## config.mk

```make
export PLATFORM = sky130hd
export DESIGN_NAME = regfile_op_sequencer
export DESIGN_NICKNAME = d
export VERILOG_FILES = /design/src/rtl/regfile_op_sequencer_pkg.sv /design/src/rtl/regfile_op_sequencer_alu.sv /design/src/rtl/regfile_op_sequencer.sv
export SDC_FILE = /design/constraint.sdc
export NUM_CORES = 1
export LEC_CHECK = 0
export CAP_MARGIN = 10
export CORE_ASPECT_RATIO = 0.75
export CORE_MARGIN = 2
export CORE_UTILIZATION = 53
export DETAILED_ROUTE_END_ITERATION = 12
export PLACE_DENSITY = 0.84
export SLEW_MARGIN = 20
export SYNTH_ARGS = -nofsm -noshare
export SYNTH_HDL_FRONTEND = slang
export SYNTH_SLANG_ARGS = --single-unit
export TNS_END_PERCENT = 30
```

## constraint.sdc

```tcl
create_clock -name clk -period 3.5 [get_ports clk]
set_input_delay 0.7 -clock clk [delete_from_list [all_inputs] [get_ports clk]]
set_output_delay 0.7 -clock clk [all_outputs]
set_load 0.02 [all_outputs]
```

## src/rtl/regfile_op_sequencer_pkg.sv

```systemverilog
// regfile_op_sequencer_pkg: shared widths, instruction field layout, opcodes and FSM states
package regfile_op_sequencer_pkg;
  localparam int DATA_W  = 4;
  localparam int SEL_W   = 2;
  localparam int INSTR_W = 10;
  localparam int OP_LSB  = 7;
  localparam int RD_LSB  = 5;
  localparam int RS1_LSB = 3;
  localparam int RS2_LSB = 1;
  typedef enum logic [2:0] {OP_NOP, OP_ADD, OP_SUB, OP_AND, OP_OR, OP_XOR, OP_MOV, OP_LDI} op_e;
  typedef enum logic [1:0] {S_IDLE, S_READ, S_EXEC, S_WB} state_e;
  function automatic op_e instr_op(input logic [INSTR_W-1:0] i);
    return op_e'(i[OP_LSB+:3]);
  endfunction
  function automatic logic [SEL_W-1:0] instr_rd(input logic [INSTR_W-1:0] i);
    return i[RD_LSB+:SEL_W];
  endfunction
  function automatic logic [SEL_W-1:0] instr_rs1(input logic [INSTR_W-1:0] i);
    return i[RS1_LSB+:SEL_W];
  endfunction
  function automatic logic [SEL_W-1:0] instr_rs2(input logic [INSTR_W-1:0] i);
    return i[RS2_LSB+:SEL_W];
  endfunction
  // LDI immediate overlaps rs1/rs2 and the reserved bit
  function automatic logic [DATA_W-1:0] instr_imm(input logic [INSTR_W-1:0] i);
    return i[DATA_W-1:0];
  endfunction
endpackage

```

## src/rtl/regfile_op_sequencer_alu.sv

```systemverilog
// regfile_op_sequencer_alu: combinational ALU; carry is carry-out for ADD, borrow for SUB
module regfile_op_sequencer_alu
  import regfile_op_sequencer_pkg::*;
(
  input  op_e               op,
  input  logic [DATA_W-1:0] a,
  input  logic [DATA_W-1:0] b,
  input  logic [DATA_W-1:0] imm,
  output logic [DATA_W-1:0] y,
  output logic              carry
);
  logic [DATA_W:0] sum;
  logic [DATA_W:0] diff;
  assign sum  = {1'b0, a} + {1'b0, b};
  assign diff = {1'b0, a} - {1'b0, b};
  always_comb begin
    y     = '0;
    carry = 1'b0;
    case (op)
      OP_ADD: {carry, y} = sum;
      OP_SUB: {carry, y} = diff;
      OP_AND: y = a & b;
      OP_OR:  y = a | b;
      OP_XOR: y = a ^ b;
      OP_MOV: y = a;
      OP_LDI: y = imm;
      default: y = '0;
    endcase
  end
endmodule

```

## src/rtl/regfile_op_sequencer.sv

```systemverilog
// regfile_op_sequencer: 4-cycle IDLE/READ/EXEC/WB controller, sole write master of a 4x4 register file.
// Define REGSEQ_FLAGS_EN to add the registered flag_z/flag_c outputs.
module regfile_op_sequencer
  import regfile_op_sequencer_pkg::*;
(
  input  logic               clk,
  input  logic               reset,
  input  logic               instr_valid,
  output logic               instr_ready,
  input  logic [INSTR_W-1:0] instr,
  output logic [SEL_W-1:0]   read_sel1,
  output logic [SEL_W-1:0]   read_sel2,
  input  logic [DATA_W-1:0]  operand1,
  input  logic [DATA_W-1:0]  operand2,
  output logic [SEL_W-1:0]   write_sel,
  output logic [DATA_W-1:0]  write_data,
  output logic               write_enable,
  output logic               busy,
  output logic               done,
  output logic [DATA_W-1:0]  result
`ifdef REGSEQ_FLAGS_EN
  ,
  output logic               flag_z,
  output logic               flag_c
`endif
);
  state_e              state, next;
  logic [INSTR_W-1:0]  instr_q;
  logic [DATA_W-1:0]   op_a, op_b;
  logic [DATA_W-1:0]   alu_y;
  logic                alu_c;
  op_e                 op;
  assign op = instr_op(instr_q);
  regfile_op_sequencer_alu u_alu (
    .op    (op),
    .a     (op_a),
    .b     (op_b),
    .imm   (instr_imm(instr_q)),
    .y     (alu_y),
    .carry (alu_c)
  );
  always_ff @(posedge clk or posedge reset) begin
    if (reset) begin
      state      <= S_IDLE;
      instr_q    <= '0;
      op_a       <= '0;
      op_b       <= '0;
      read_sel1  <= '0;
      read_sel2  <= '0;
      write_sel  <= '0;
      write_data <= '0;
      result     <= '0;
    end else begin
      state <= next;
      if (state == S_IDLE && instr_valid) begin
        instr_q   <= instr;
        read_sel1 <= instr_rs1(instr);
        read_sel2 <= instr_rs2(instr);
      end
      if (state == S_READ) begin
        op_a <= operand1;
        op_b <= operand2;
      end
      if (state == S_EXEC) begin
        result     <= alu_y;
        write_sel  <= instr_rd(instr_q);
        write_data <= alu_y;
      end
    end
  end
`ifdef REGSEQ_FLAGS_EN
  always_ff @(posedge clk or posedge reset) begin
    if (reset) begin
      flag_z <= 1'b0;
      flag_c <= 1'b0;
    end else if (state == S_EXEC && op != OP_NOP) begin
      flag_z <= alu_y == '0;
      flag_c <= alu_c;
    end
  end
`else
  logic unused_carry;
  assign unused_carry = alu_c;
`endif
  // strobes decode from state so an async reset kills them immediately
  always_comb begin
    next         = state;
    instr_ready  = state == S_IDLE;
    busy         = state != S_IDLE;
    done         = state == S_WB;
    write_enable = state == S_WB && op != OP_NOP;
    case (state)
      S_IDLE: next = instr_valid ? S_READ : S_IDLE;
      S_READ: next = S_EXEC;
      S_EXEC: next = S_WB;
      S_WB:   next = S_IDLE;
      default: next = S_IDLE;
    endcase
  end
endmodule

```

==> results of run 1 <==
-- flip-flops by register name (all words and copies together), names as in the netlist --
name	count
write_sel	2
op_b	4
read_sel1	1
instr_q	8
state	2
result	4
read_sel2	1
op_a	4
-- layer usage --
| layer | wire length [um] | up-vias |
|---|---|---|
| met5 | 0 | - |
| met4 | 32 | 0 |
| met3 | 185 | 5 |
| met2 | 1670 | 37 |
| met1 | 1460 | 561 |
| li1 | - | 567 |
-- cells by family (layout without fill, tap and decap cells) --
logic type               Yosys count  in the layout
adder cells (fa/ha/maj)           17             17
AND/OR/NAND/NOR                   27             27
AO/OA/AOI/OAI                     26             26
buffers and inverters             33             61
multiplexers                      20             20
flip-flops                        26             26
XOR/XNOR                           4              4
-- cell type report --
class	instances	area (um2)	area share
multi-input combinational	94	810	0.401
sequential	26	651	0.322
timing repair buffer	39	388	0.192
inverter	18	67.6	0.0335
clock buffer	4	55.1	0.0273
tap	38	47.5	0.0236
-- final timing paths --
kind	from	end	slack, ps	depth (start not counted)
setup / recovery	instr_q[9]$_DFFE_PP0P_	result[2]$_DFFE_PP0P_	820	7
hold / removal	instr_q[5]$_DFFE_PP0P_	instr_q[5]$_DFFE_PP0P_	520	1
setup reg to reg	instr_q[9]$_DFFE_PP0P_	result[2]$_DFFE_PP0P_	820	7
hold reg to reg	instr_q[5]$_DFFE_PP0P_	instr_q[5]$_DFFE_PP0P_	520	1
max in group asynchronous	reset	read_sel2[0]$_DFFE_PP0P_	2250	2
min in group asynchronous	reset	op_a[1]$_DFFE_PP0N_	830	2
-- Yosys cell counts (all sizes together), types with 2 or more instances --
master  instances  area (um2)
clkbuf          2        7.51
nor2b           3        18.8
a21oi           3        15.0
nor2            3        11.3
nor3            3        15.0
o21a            2        15.0
buf            13         100
inv            18        67.6
o21ai          12        60.1
mux2           14         161
o211ai          3        22.5
ha             16         200
nand2          11        41.3
or3b            2        17.5
dfrtp          26         651
mux2i           4        40.0
nand3b          2        15.0
xnor2           3        26.3
mux4            2        48.8
-- worst reg2reg max path: cells and delay by family, from the launching register on --
family	cells	cell delay [ps]
fa+ha+maj	1	410
simple gates	1	340
flops	1	520
compound gates	1	170
mux	3	960
xor+xnor	1	200
-- power groups by stage --
stage               registers [mW]  clock network, mW  logic, mW
global route                 0.629              0.219       1.44
finish                       0.607              0.196       1.30
global placement             0.602                  0       1.25
detailed placement           0.614                  0       1.31
floorplan                    0.593                  0      0.975
CTS                          0.608              0.201       1.31
==> flow_summary.ini, run 1 <==
[timing]
max_freq_mhz = 373
slew_viol_final = 0
rsz0062_at_grt = false
tns_ps = 0
finalHoldViolations = 0
setup_slack_ps = 816
setup_viol_count_final = 0
tightest_slew_ps = 933
period_share = 0.767
slew_headroom = 0.374
fin_hold_ws_ps = 515
skew_ps = 3.44
fin_crit_ps = 2680

[route]
num_vias = 1170
drt_iter0_markers = 56
drcViolationCount = 0
vias_per_cell = 5.34
wl_um = 3350
dr.pass1.iters = 4
ant_nets = 0
wire_per_inst_um = 15.3

[clock_tree]
clock-sinks = 26
cts_buffers = 3
cts_hold_buffers = 0
cts_resized = 0
htreeDepth = 1
postCtsSetupBuffers = 0
cts.clk_slew.worst_paths_ps = 90
clockBufferDepth = 2
clock_latency_ps = 270
cts_root_buffer = clkbuf_8
tritoncts = yes

[status]
status = finished clean

[logic_synthesis]
yosys_warnings = 0
synth_seq_cells = 26
synthXorXnorAreaFrac = 0.0214
yosysUniqueCellTypes = 35
synth_mux_area_frac = 0.153
ys_async_sr_fraction = 1.00
netlist_area_mm2 = 0.00164
yosys.area_share.simple = 0.0872
synth-edff-count = 0
syn_nets = 191
ys_seq_area_frac = 0.398
synth_top_family_by_area = multiplexers
synth_compound_area_frac = 0.0987
synthAdderAreaFrac = 0.135
postSynthCellCount = 153
ys.flop_type = dfrtp_1
avgSynthCellArea_um2 = 10.7

[place]
port_buffers = 38
dp_hpwl_um = 2600
placed_cells = 215
gp_congestion = 0.879
place_area_mm2 = 0.00196
pre_cts_ws_ps = 821

[cells_and_area]
fillers = 229
area_delta_synth_final_pct = 23.4
final_common_cell = clkdlybuf4s50_1
antennaDiodeCount = 0
final_cells = 219
design_area_mm2 = 0.00202
layout_common_cells = clkdlybuf4s50_1, dfrtp_1, inv_1, ha_1, mux2_2
drive_above_1_share = 0.127
finalNetCount = 220
fin_util = 0.688

[power_and_ir_drop]
pwr_density_cell_mw_per_mm2 = 1040
switching_share = 0.423
clockPowerShare = 0.093
seqPwrFrac = 0.289
power_frac_comb = 0.618
power.switching_mw = 0.891
p_leak_nw = 0.892
total_power_mw = 2.10
ir_drop_mv = 0.492
p_int_mw = 1.21

[grt]
antenna_found_initial = 0
grt_pass1_wl_um = 5490
use_met2 = 0.358
grt_use_met1 = 0.264
grt-ovfl-total = 0
grt_use_met3 = 0.0671
top_usage_layer = met2
grt_pass1_vias = 1243
grt_use_total = 0.216
grt_max_degree = 27

[worst_setup_path]
required_ps = 3700
cp_max_fo = 11
cp_cell_sequence = nor3b_2, mux2_2, fa_1, xnor2_1, mux2i_1, mux4_2, a21oi_1
endpoint_kind = flip-flop
cp-start-kind = flip-flop
cpPeakStageDelay_ps = 520
path_delay_family = multiplexers
crit_path_top_delay_cell = dfrtp_1
crit_type = reg2reg
critPathArrivalTime_ps = 2880
critical_path_buf_inv_count = 0

[die]
num_rows = 17
dieArea_mm2 = 0.00355
die_h_um = 52.1
start_util = 0.557
die_w_um = 68.1
core-area_mm2 = 0.00294
io-pin-count = 39

[hold_path]
hp-class = reg2reg

[flow_run]
cap_viol_max_count = 0
(Power assumes the default switching activity.)
==> inputs of run 2 (changes only) <==
Settings changed: CORE_UTILIZATION 53 to 45, PLACE_DENSITY 0.84 to 0.76.
Clock period 3.5 ns to 2.29 ns, I/O delays scaled along.
==> flow_summary.ini, run 2 (synthesis results as in run 1) <==
[clock_tree]
clock_latency_ps = 270
cts_buffers = 3
cts_hold_buffers = 0
clock-sinks = 26
cts_root_buffer = clkbuf_8
clockBufferDepth = 2
cts.clk_slew.worst_paths_ps = 90
htreeDepth = 1
tritoncts = yes

[worst_setup_path]
cp_max_fo = 2
critPathArrivalTime_ps = 2490
crit_type = reg2reg
cp-start-kind = flip-flop
required_ps = 2500
r2r_setup_slack_ps = 8
r2r_start = instr_q[7]$_DFFE_PP0P_
reg2reg_depth = 7
endpoint_kind = flip-flop
r2r_end = result[2]$_DFFE_PP0P_

[power_and_ir_drop]
clockPowerShare = 0.085
switching_share = 0.414
p_leak_nw = 0.961
ir_drop_mv = 0.734
power.switching_mw = 1.45
seqPwrFrac = 0.251
p_int_mw = 2.06
pwr_density_cell_mw_per_mm2 = 1640
total_power_mw = 3.51
power_frac_comb = 0.664

[route]
drcViolationCount = 0
drt_iter0_markers = 53
dr.pass1.iters = 4
vias_per_cell = 5.19
ant_nets = 0
wire_per_inst_um = 15.0
wl_um = 3480
num_vias = 1205

[grt]
grt_use_total = 0.183
top_usage_layer = met2
antenna_found_initial = 0
grt-ovfl-total = 0
grt_use_met3 = 0.0435
grt_pass1_vias = 1215
grt_use_met1 = 0.239
use_met2 = 0.311
grt_max_degree = 27
grt_pass1_wl_um = 5840

[hold_path]
hp-class = reg2reg
worstHoldEndpoint = instr_q[6]$_DFFE_PP0P_
hold_path_depth = 1
hold_start = instr_q[6]$_DFFE_PP0P_

[cells_and_area]
final_cells = 232
fillers = 283
fin_util = 0.635
regMostFlops = instr_q
drive_above_1_share = 0.208
layout_common_cells = clkdlybuf4s50_1, dfrtp_1, inv_1, ha_1
area_delta_synth_final_pct = 31.2
antennaDiodeCount = 0
largest_reg_flops = 8
final_common_cell = clkdlybuf4s50_1
design_area_mm2 = 0.00215
finalNetCount = 231

[place]
dp_hpwl_um = 2680
place_area_mm2 = 0.00205
placed_cells = 226
port_buffers = 38
gp_congestion = 0.885
pre_cts_ws_ps = -7.62

[status]
status = finished clean

[timing]
period_share = 0.997
fin_hold_ws_ps = 524
tns_ps = 0
tightest_slew_ps = 523
setup_slack_ps = 7.73
slew_viol_final = 0
rsz0062_at_grt = true
slew_headroom = 0.651
finalHoldViolations = 0
skew_ps = 3.14
setup_viol_count_final = 0
fin_crit_ps = 2280
max_freq_mhz = 438

[die]
dieArea_mm2 = 0.00414
io-pin-count = 39
num_rows = 18
die_h_um = 56.2
start_util = 0.484
core-area_mm2 = 0.00338
die_w_um = 73.6

[flow_run]
cap_viol_max_count = 0
run 2: how the worst max path moves through the flow:
stage / startpoint / endpoint / slack (ps) / cells past startpoint
floorplan: instr_q[8]$_DFFE_PP0P_ / result[2]$_DFFE_PP0P_ / 8 / 8
global placement: instr_q[9]$_DFFE_PP0P_ / result[2]$_DFFE_PP0P_ / 50 / 7
detailed placement: op_b[0]$_DFFE_PP0N_ / result[2]$_DFFE_PP0P_ / -8 / 8
CTS: op_b[0]$_DFFE_PP0N_ / result[2]$_DFFE_PP0P_ / 10 / 8
global route: instr_q[7]$_DFFE_PP0P_ / result[2]$_DFFE_PP0P_ / -80 / 9
finish: instr_q[7]$_DFFE_PP0P_ / result[2]$_DFFE_PP0P_ / 8 / 7
run 2: worst max-delay path, stage by stage, from the launching register on:
cell     delay [ps]
dfrtp_1         420
nor3b_4         250
mux2_4          340
fa_2            350
xnor2_2         160
nand2_1          80
mux4_2          470
a21oi_2         150
run 2: layout make-up:
| cell class | count | area, um2 | share of cell area |
|---|---|---|---|
| Clock buffer | 4 | 55.1 | 0.0257 |
| Inverter | 18 | 67.6 | 0.0315 |
| Sequential cell | 26 | 651 | 0.303 |
| Multi-Input combinational cell | 94 | 848 | 0.395 |
| Tap cell | 40 | 50.0 | 0.0233 |
| Timing Repair Buffer | 50 | 474 | 0.221 |
run 2: repair_timing:
item | CTS | global route
pin swaps | 1 | 4
setup endpoints to repair | 1 | 2
endpoints found under the hold margin | 0 | 0
buffers inserted | 1 | 1
cloned | 0 | 0
resized for setup | 2 | 4
run 2: layer usage:
layer  vias up  routed length, um  share of wire
met4         0                 17         0.0049
met5         -                  0              0
met3         4                112          0.032
li1        587                  -              -
met1       585               1610           0.46
met2        29               1740           0.50
run 2: power by group through the flow:
stage	Clock [mW]	Combinational (mW)	Sequential [mW]
global route	0.336	2.55	0.913
finish	0.300	2.33	0.882
detailed placement	0	2.16	0.890
global placement	0	2.10	0.866
floorplan	0	1.52	0.912
CTS	0.308	2.25	0.881
